File: src/rtl/nbit_arith_pkg.sv
// Shared types and sizing helpers for the sequential N-bit arithmetic blocks.
package nbit_arith_pkg;

  typedef enum logic [1:0] {IDLE, RUN, DONE} DivState;

  localparam int DIV_N = 4;

  // Iteration counter must hold 2N-1 for an N-bit divisor / 2N-bit dividend.
  function automatic int cntWidth(input int n);
    return $clog2(2 * n);
  endfunction

  localparam int DIV_CNT_W = cntWidth(DIV_N);

endpackage

File: src/rtl/nbit_div_step.sv
// One combinational restoring-division step: shift in a dividend bit, trial-subtract the divisor.
module nbit_div_step import nbit_arith_pkg::*; #(
  parameter int N = DIV_N
) (
  input  logic [N-1:0] rIn,
  input  logic         dividendBit,
  input  logic [N-1:0] b,
  output logic [N-1:0] rOut,
  output logic         qBit
);

  logic [N:0] shifted;

  // The partial remainder stays below the divisor, so N bits always hold the kept value.
  always_comb begin
    shifted = {rIn, dividendBit};
    qBit    = (shifted >= {1'b0, b});
    rOut    = qBit ? N'(shifted - {1'b0, b}) : shifted[N-1:0];
  end

endmodule

File: src/rtl/nbit_seq_divider.sv
// Sequential restoring divider: 2N-bit dividend / N-bit divisor over 2N cycles, start/busy/done handshake.
module nbit_seq_divider import nbit_arith_pkg::*; #(
  parameter int N = DIV_N
) (
  input  logic           clk,
  input  logic           rst_n,
  input  logic           start,
  input  logic [2*N-1:0] dividend,
  input  logic [N-1:0]   divisor,
  output logic           busy,
  output logic           done,
  output logic [2*N-1:0] quotient,
  output logic [N-1:0]   remainder,
  output logic           div_by_zero
);

  localparam int CNT_W = cntWidth(N);
  localparam logic [CNT_W-1:0] CNT_LOAD = CNT_W'(2 * N - 1);

  DivState          state;
  DivState          nextState;
  logic [CNT_W-1:0] count;
  logic [2*N-1:0]   aReg;
  logic [N-1:0]     bReg;
  logic [N-1:0]     rReg;
  logic [N-1:0]     rNext;
  logic             qBit;
  logic             accept;
  logic             divZero;
  logic             lastStep;

  assign accept   = start && ((state == IDLE) || (state == DONE));
  assign divZero  = (divisor == '0);
  assign lastStep = (state == RUN) && (count == '0);

  nbit_div_step #(.N(N)) stepUnit (
    .rIn         (rReg),
    .dividendBit (aReg[2*N-1]),
    .b           (bReg),
    .rOut        (rNext),
    .qBit        (qBit)
  );

  always_ff @(posedge clk or negedge rst_n) begin
    if (!rst_n) state <= IDLE;
    else        state <= nextState;
  end

  always_comb begin
    nextState = state;
    case (state)
      IDLE, DONE: begin
        if (start) nextState = divZero ? DONE : RUN;
        else       nextState = IDLE;
      end
      RUN:     nextState = (count == '0) ? DONE : RUN;
      default: nextState = IDLE;
    endcase
  end

  always_comb begin
    busy = (state == RUN);
    done = (state == DONE);
  end

  // Working registers; the quotient bits accumulate in aReg as the dividend shifts out.
  always_ff @(posedge clk or negedge rst_n) begin
    if (!rst_n) begin
      count <= '0;
      aReg  <= '0;
      bReg  <= '0;
      rReg  <= '0;
    end else if (accept) begin
      count <= CNT_LOAD;
      aReg  <= dividend;
      bReg  <= divisor;
      rReg  <= '0;
    end else if (state == RUN) begin
      count <= count - CNT_W'(1);
      aReg  <= {aReg[2*N-2:0], qBit};
      rReg  <= rNext;
    end
  end

  // Results only move at a completion, so a new acceptance leaves the previous answer visible.
  always_ff @(posedge clk or negedge rst_n) begin
    if (!rst_n) begin
      quotient    <= '0;
      remainder   <= '0;
      div_by_zero <= 1'b0;
    end else if (accept && divZero) begin
      quotient    <= '1;
      remainder   <= '0;
      div_by_zero <= 1'b1;
    end else if (lastStep) begin
      quotient    <= {aReg[2*N-2:0], qBit};
      remainder   <= rNext;
      div_by_zero <= 1'b0;
    end
  end

endmodule

File: config.mk
export PLATFORM = sky130hd
export DESIGN_NAME = nbit_seq_divider
export DESIGN_NICKNAME = d
export VERILOG_FILES = /design/src/rtl/nbit_arith_pkg.sv /design/src/rtl/nbit_div_step.sv /design/src/rtl/nbit_seq_divider.sv
export SDC_FILE = /design/constraint.sdc
export NUM_CORES = 1
export LEC_CHECK = 0
export ABC_AREA = 1
export CAP_MARGIN = 20
export CELL_PAD_IN_SITES_DETAIL_PLACEMENT = 1
export CELL_PAD_IN_SITES_GLOBAL_PLACEMENT = 2
export CORE_MARGIN = 5
export CORE_UTILIZATION = 35
export CTS_BUF_LIST = sky130_fd_sc_hd__clkbuf_16
export CTS_CLUSTER_DIAMETER = 200
export CTS_CLUSTER_SIZE = 30
export DETAILED_ROUTE_END_ITERATION = 16
export DONT_BUFFER_PORTS = 1
export PLACE_DENSITY_LB_ADDON = 0.15
export SKIP_CTS_REPAIR_TIMING = 1
export SLEW_MARGIN = 20
export SYNTH_ARGS = -nofsm -noshare
export SYNTH_HDL_FRONTEND = slang
export SYNTH_SLANG_ARGS = --single-unit
File: constraint.sdc
create_clock -name clk -period 2.2 [get_ports clk]
set_input_delay 0.22 -clock clk [delete_from_list [all_inputs] [get_ports clk]]
set_output_delay 0.22 -clock clk [all_outputs]
set_load 0.02 [all_outputs]
Yosys cells after proc, flatten, opt, wreduce, memory -nomap -nowiden
Index checks and enable logic that the tools add are counted.

word-level totals
  memories = 0
  RAM bits = 0
  input bits = 15
  bits in latches = 0
  ROM bits = 0
  register bits after elaboration = 34

cells by class
  add/sub/neg operators = 2
  shift operators = 0
  order comparisons = 1
  multipliers = 0
  reduce and logical (&&, ||, !) cells = 10
  bitwise operators = 0
  div/mod/pow operators = 0
  eq/ne operators = 2
  muxes and demuxes = 17

operator list
  operator                                                            count
  8-bit 2-to-1 mux                                                    4
  4-bit 2-to-1 mux                                                    5
  2-bit 2-to-1 mux                                                    3
  3-bit 2-to-1 mux                                                    2
  5-bit by 4-bit >= comparator with 1-bit output                      1
  4-bit zero test                                                     1
  2-bit case mux with 2 select lines                                  1
  2-bit nonzero test                                                  2
  4-bit subtractor                                                    1
  1-bit logical AND                                                   3
  3-bit zero test                                                     1
  3-bit by 1-bit subtractor with 3-bit output, second input constant  1
  2-bit by 1-bit == test with 1-bit output, second input constant     1
  2-bit == test, second input constant                                1
  2-bit zero test                                                     1
  1-bit 2-to-1 mux                                                    2
  2-bit OR reduction                                                  1
  1-bit logical OR                                                    1

Logic depth before layout (Yosys ltp)
  depth in word-level cells = 5
  gate-level depth with buffers = 11

Cells and area by module
Synthesis repeated with hierarchy kept, for this count alone.

second synthesis, totals
  cell total of the unflattened synthesis = 225
  area total of the unflattened synthesis = 1,849.3 µm²

by module, submodules not included
  module            times used  cells an instance  area an instance (µm²)
  nbit_seq_divider  1           186                1,595.3
  nbit_div_step     1           39                 254.0

Worst setup path before layout
Ideal clock, no wire load.

  path type = flip-flop to flip-flop
  start = reg rReg[1]
  end = reg aReg[0]
  path slack = 0.707 ns
  stages on the path, launching flop included = 8
  buffers on the path = 0
  arrival time = 1.370 ns
  cells stage by stage = dfrtp_1 -> ha_1 -> a21oi_2 -> nand2_1 -> nand2_1 -> nand2_1 -> o21ai_0 -> nand2_1

between the ends
  longest elaborated chain between the ends = 3

RTL lines
  element                                         line                    source
  from (decl)                                     nbit_seq_divider.sv:25  logic [N-1:0] rReg;
  from (signal assigned)                          nbit_seq_divider.sv:81  rReg <= rNext;
  5-bit by 4-bit >= comparator with 1-bit output  nbit_div_step.sv:17     qBit = (shifted >= {1'b0, b});
  8-bit 2-to-1 mux                                nbit_seq_divider.sv:78  end else if (state == RUN) begin
  8-bit 2-to-1 mux                                nbit_seq_divider.sv:73  end else if (accept) begin
  to (signal assigned)                            nbit_seq_divider.sv:75  aReg <= dividend;
  to (signal assigned)                            nbit_seq_divider.sv:80  aReg <= {aReg[2*N-2:0], qBit};
  to (decl)                                       nbit_seq_divider.sv:23  logic [2*N-1:0] aReg;

Every way passes these cells. The select of a mux whose other input is x is not followed.
A chain may end at the register's enable or synchronous reset.

Worst setup path in the final report
  start = reg state[0]
  end = reg aReg[0]

between the ends
  elaborated cells between the ends (all ways) = 7
  those cells by class = eq/ne (2); mux (1); reduce/logical (4)

RTL lines
  element                                   line                    source
  from (decl)                               nbit_seq_divider.sv:20  DivState state;
  from (signal assigned)                    nbit_seq_divider.sv:46  else state <= nextState;
  2-bit by 1-bit == test with 1-bit output  --
  via busy                                  nbit_seq_divider.sv:10  output logic busy,
  2-bit nonzero test (no line)              --

The timed path passes the listed nets, and every way through them passes these cells.

==> flow_metrics.tcl <==
set metrics [dict create \
    outcome "completed" \
    finalWorstSetupSlack_ps 469 \
    ys_types 25 \
    fmax_ghz 0.578 \
    synth_cells 181 \
    vias 1251 \
    finalWirelength_mm 3.99 \
    port_buffers 0 \
    cellPowerDensity_mw_per_mm2 1820 \
    maxSlewHeadroom 0.682 \
    rr_endpoint "aReg[0]" \
    yosysSeqAreaShare 0.527 \
    p_total_mw 3.34 \
    hold_viol 0 \
    fp-row-count 24 \
    fin_tns_setup_ps 0 \
    tightest_slew_ps 475 \
    htree_levels 2 \
    drt_iter0_drc 25 \
    avgViaCountPerCell 5.17 \
    met1_length_mm 1.93 \
    setup_violations 0 \
    syn-cell-area_mm2 0.00161 \
    first_pass_iters 4 \
    startpoint_type "flop" \
    critPathKind "flop to flop" \
    hold_path_class "primary input to flop" \
    rr_startpoint "state[0]" \
    worstHoldStart "divisor[3]" \
    wl_met3_um 225 \
    reg2regPathDepth 6 \
    hold_ws_ps 70.3 \
    pin_count 30 \
    crit_start "state[0]" \
    crit_fanout 12 \
    drv_cap 0 \
    pre_cts_ws_ps 469 \
    wl_per_cell_um 16.5 \
    cts.sinks 34 \
    final_cell_mix "nand2_1 (45), dfrtp_1 (34), inv_1 (29)" \
    layout.cells.non_filler 242 \
    antenna_found_initial 0 \
    syn_avg_cell_area_um2 8.92 \
    drc 0 \
    grt_usage 0.142 \
    power.leakage_nw 0.911 \
    dr_wl_met2_mm 1.78 \
    synth_seq_cells 34 \
    initial_core_util 0.366 \
    hpwl_mm 2.95 \
    grt_max_degree 35 \
    crit_end "aReg[0]" \
    nets 211 \
    dpl_cell_area_mm2 0.00167 \
    syn_nets 203 \
    ir_drop_v 0.000491 \
    fin_skew_ps 3.70 \
    antenna_cells 0 \
    utilization 0.417 \
    cp-end-kind "flop" \
    grt-ovfl-total 0 \
    die-area_mm2 0.00607 \
    clock_path_buffers 2 \
    die_h_um 77.9 \
    yosys_warnings 0 \
    min_period_over_period 0.787 \
    detail-route-antenna-nets 0 \
    cp_data_arrival_time_ps 1890 \
    r2r_slack_ps 470 \
    clk-insertion-delay-late_ps 270 \
    final_cell_area_mm2 0.00184 \
    finalMaxSlewViolations 0 \
    cts_made_buffers 5 \
    grt_setup_unrepaired "false" \
    grt_pass1_wl_mm 6.83 \
    top_layer "met4" \
    grt_pass1_vias 1318 \
    cts.clk_slew.worst_paths_ps 50 \
    syn2layout_area_growth_pct 14.0 \
    core_area_mm2 0.00441 \
    die_x_um 77.9 \
    cp.required_ps 2360 \
    dpl.cell_count 232 \
    root_buffer "clkbuf_16" \
    gp_congestion 0.785 \
    drive_gt1_frac 0.105 \
    period_minus_slack_ps 1730 \
    final_common_cell "nand2_1" \
    cts_tree "built" \
]
[cell families after synthesis]
group,after synthesis,synth area share
AND/OR/NAND/NOR,78,0.205
buffers and inverters,35,0.0884
flip-flops,34,0.527
AO/OA/AOI/OAI,26,0.115
adder cells (fa/ha/maj),7,0.0589
XOR/XNOR,1,0.00543
[layout make-up]
cell class	instances	area [µm²]
fillers	536	2570
flip-flops and latches	34	851
multi-input cells	112	621
clock buffers	5	125
inverters	32	120
well taps	52	65.1
repair buffers	4	45.0
clock inverters	3	12.5
[worst min path at each step]
stage	endpoint	slack, ps	depth (start not counted)
after global placement	quotient[4]	-70	0
after CTS	state[1]	-370	0
after detailed placement	quotient[4]	-70	0
after floorplan	aReg[0]	-80	0
after global routing	aReg[7]	70	2
final	bReg[3]	70	2
[sequential cells by signal (all words and copies together), names as in the netlist]
| signal | count |
|---|---|
| remainder | 4 |
| div_by_zero | 1 |
| rReg | 4 |
| count | 3 |
| quotient | 8 |
| aReg | 8 |
| bReg | 4 |
| state | 2 |
[report_power, final]
part	internal [mW]	switching, mW	total [mW]
combinational	0.499	0.958	1.46
sequential	0.934	0.291	1.22
clock	0.409	0.248	0.657
total	1.84	1.50	3.34
[layer usage]
layer | GRT usage | vias to the layer above
met5 | 0 | -
met4 | 0.0405 | 0
met3 | 0.0532 | 7
met2 | 0.220 | 27
met1 | 0.186 | 621
li1 | - | 596
[critical path: stages (launching register included)]
cell and delay [ps]:
dfrtp_1 430, nand2_2 280, clkinv_1 480, nor2_1 210, nor2_1 70, o21ai_0 80
nand2_1 60
[cells in the mapped netlist]
| library cell | number | share of area |
|---|---|---|
| a21oi_1 | 5 | 0.016 |
| a21oi_2 | 3 | 0.016 |
| a22oi_1 | 2 | 0.0093 |
| buf_4 | 1 | 0.0047 |
| buf_6 | 1 | 0.0070 |
| clkbuf_1 | 1 | 0.0023 |
| clkinv_1 | 1 | 0.0023 |
| dfrtp_1 | 34 | 0.53 |
| fa_1 | 1 | 0.012 |
| ha_1 | 6 | 0.047 |
| inv_1 | 28 | 0.065 |
| inv_2 | 3 | 0.0070 |
| nand2_1 | 45 | 0.10 |
| nand2_2 | 2 | 0.0078 |
| nand3_1 | 15 | 0.047 |
| nand4_1 | 1 | 0.0039 |
| nor2_1 | 12 | 0.028 |
| nor2_2 | 1 | 0.0039 |
| nor2_4 | 1 | 0.0070 |
| nor4_1 | 1 | 0.0039 |
| o21ai_0 | 7 | 0.022 |
| o21ai_4 | 1 | 0.010 |
| o221ai_1 | 7 | 0.038 |
| o22ai_1 | 1 | 0.0039 |
| xnor2_1 | 1 | 0.0054 |
Note: power is estimated with default switching activity, not from simulation.
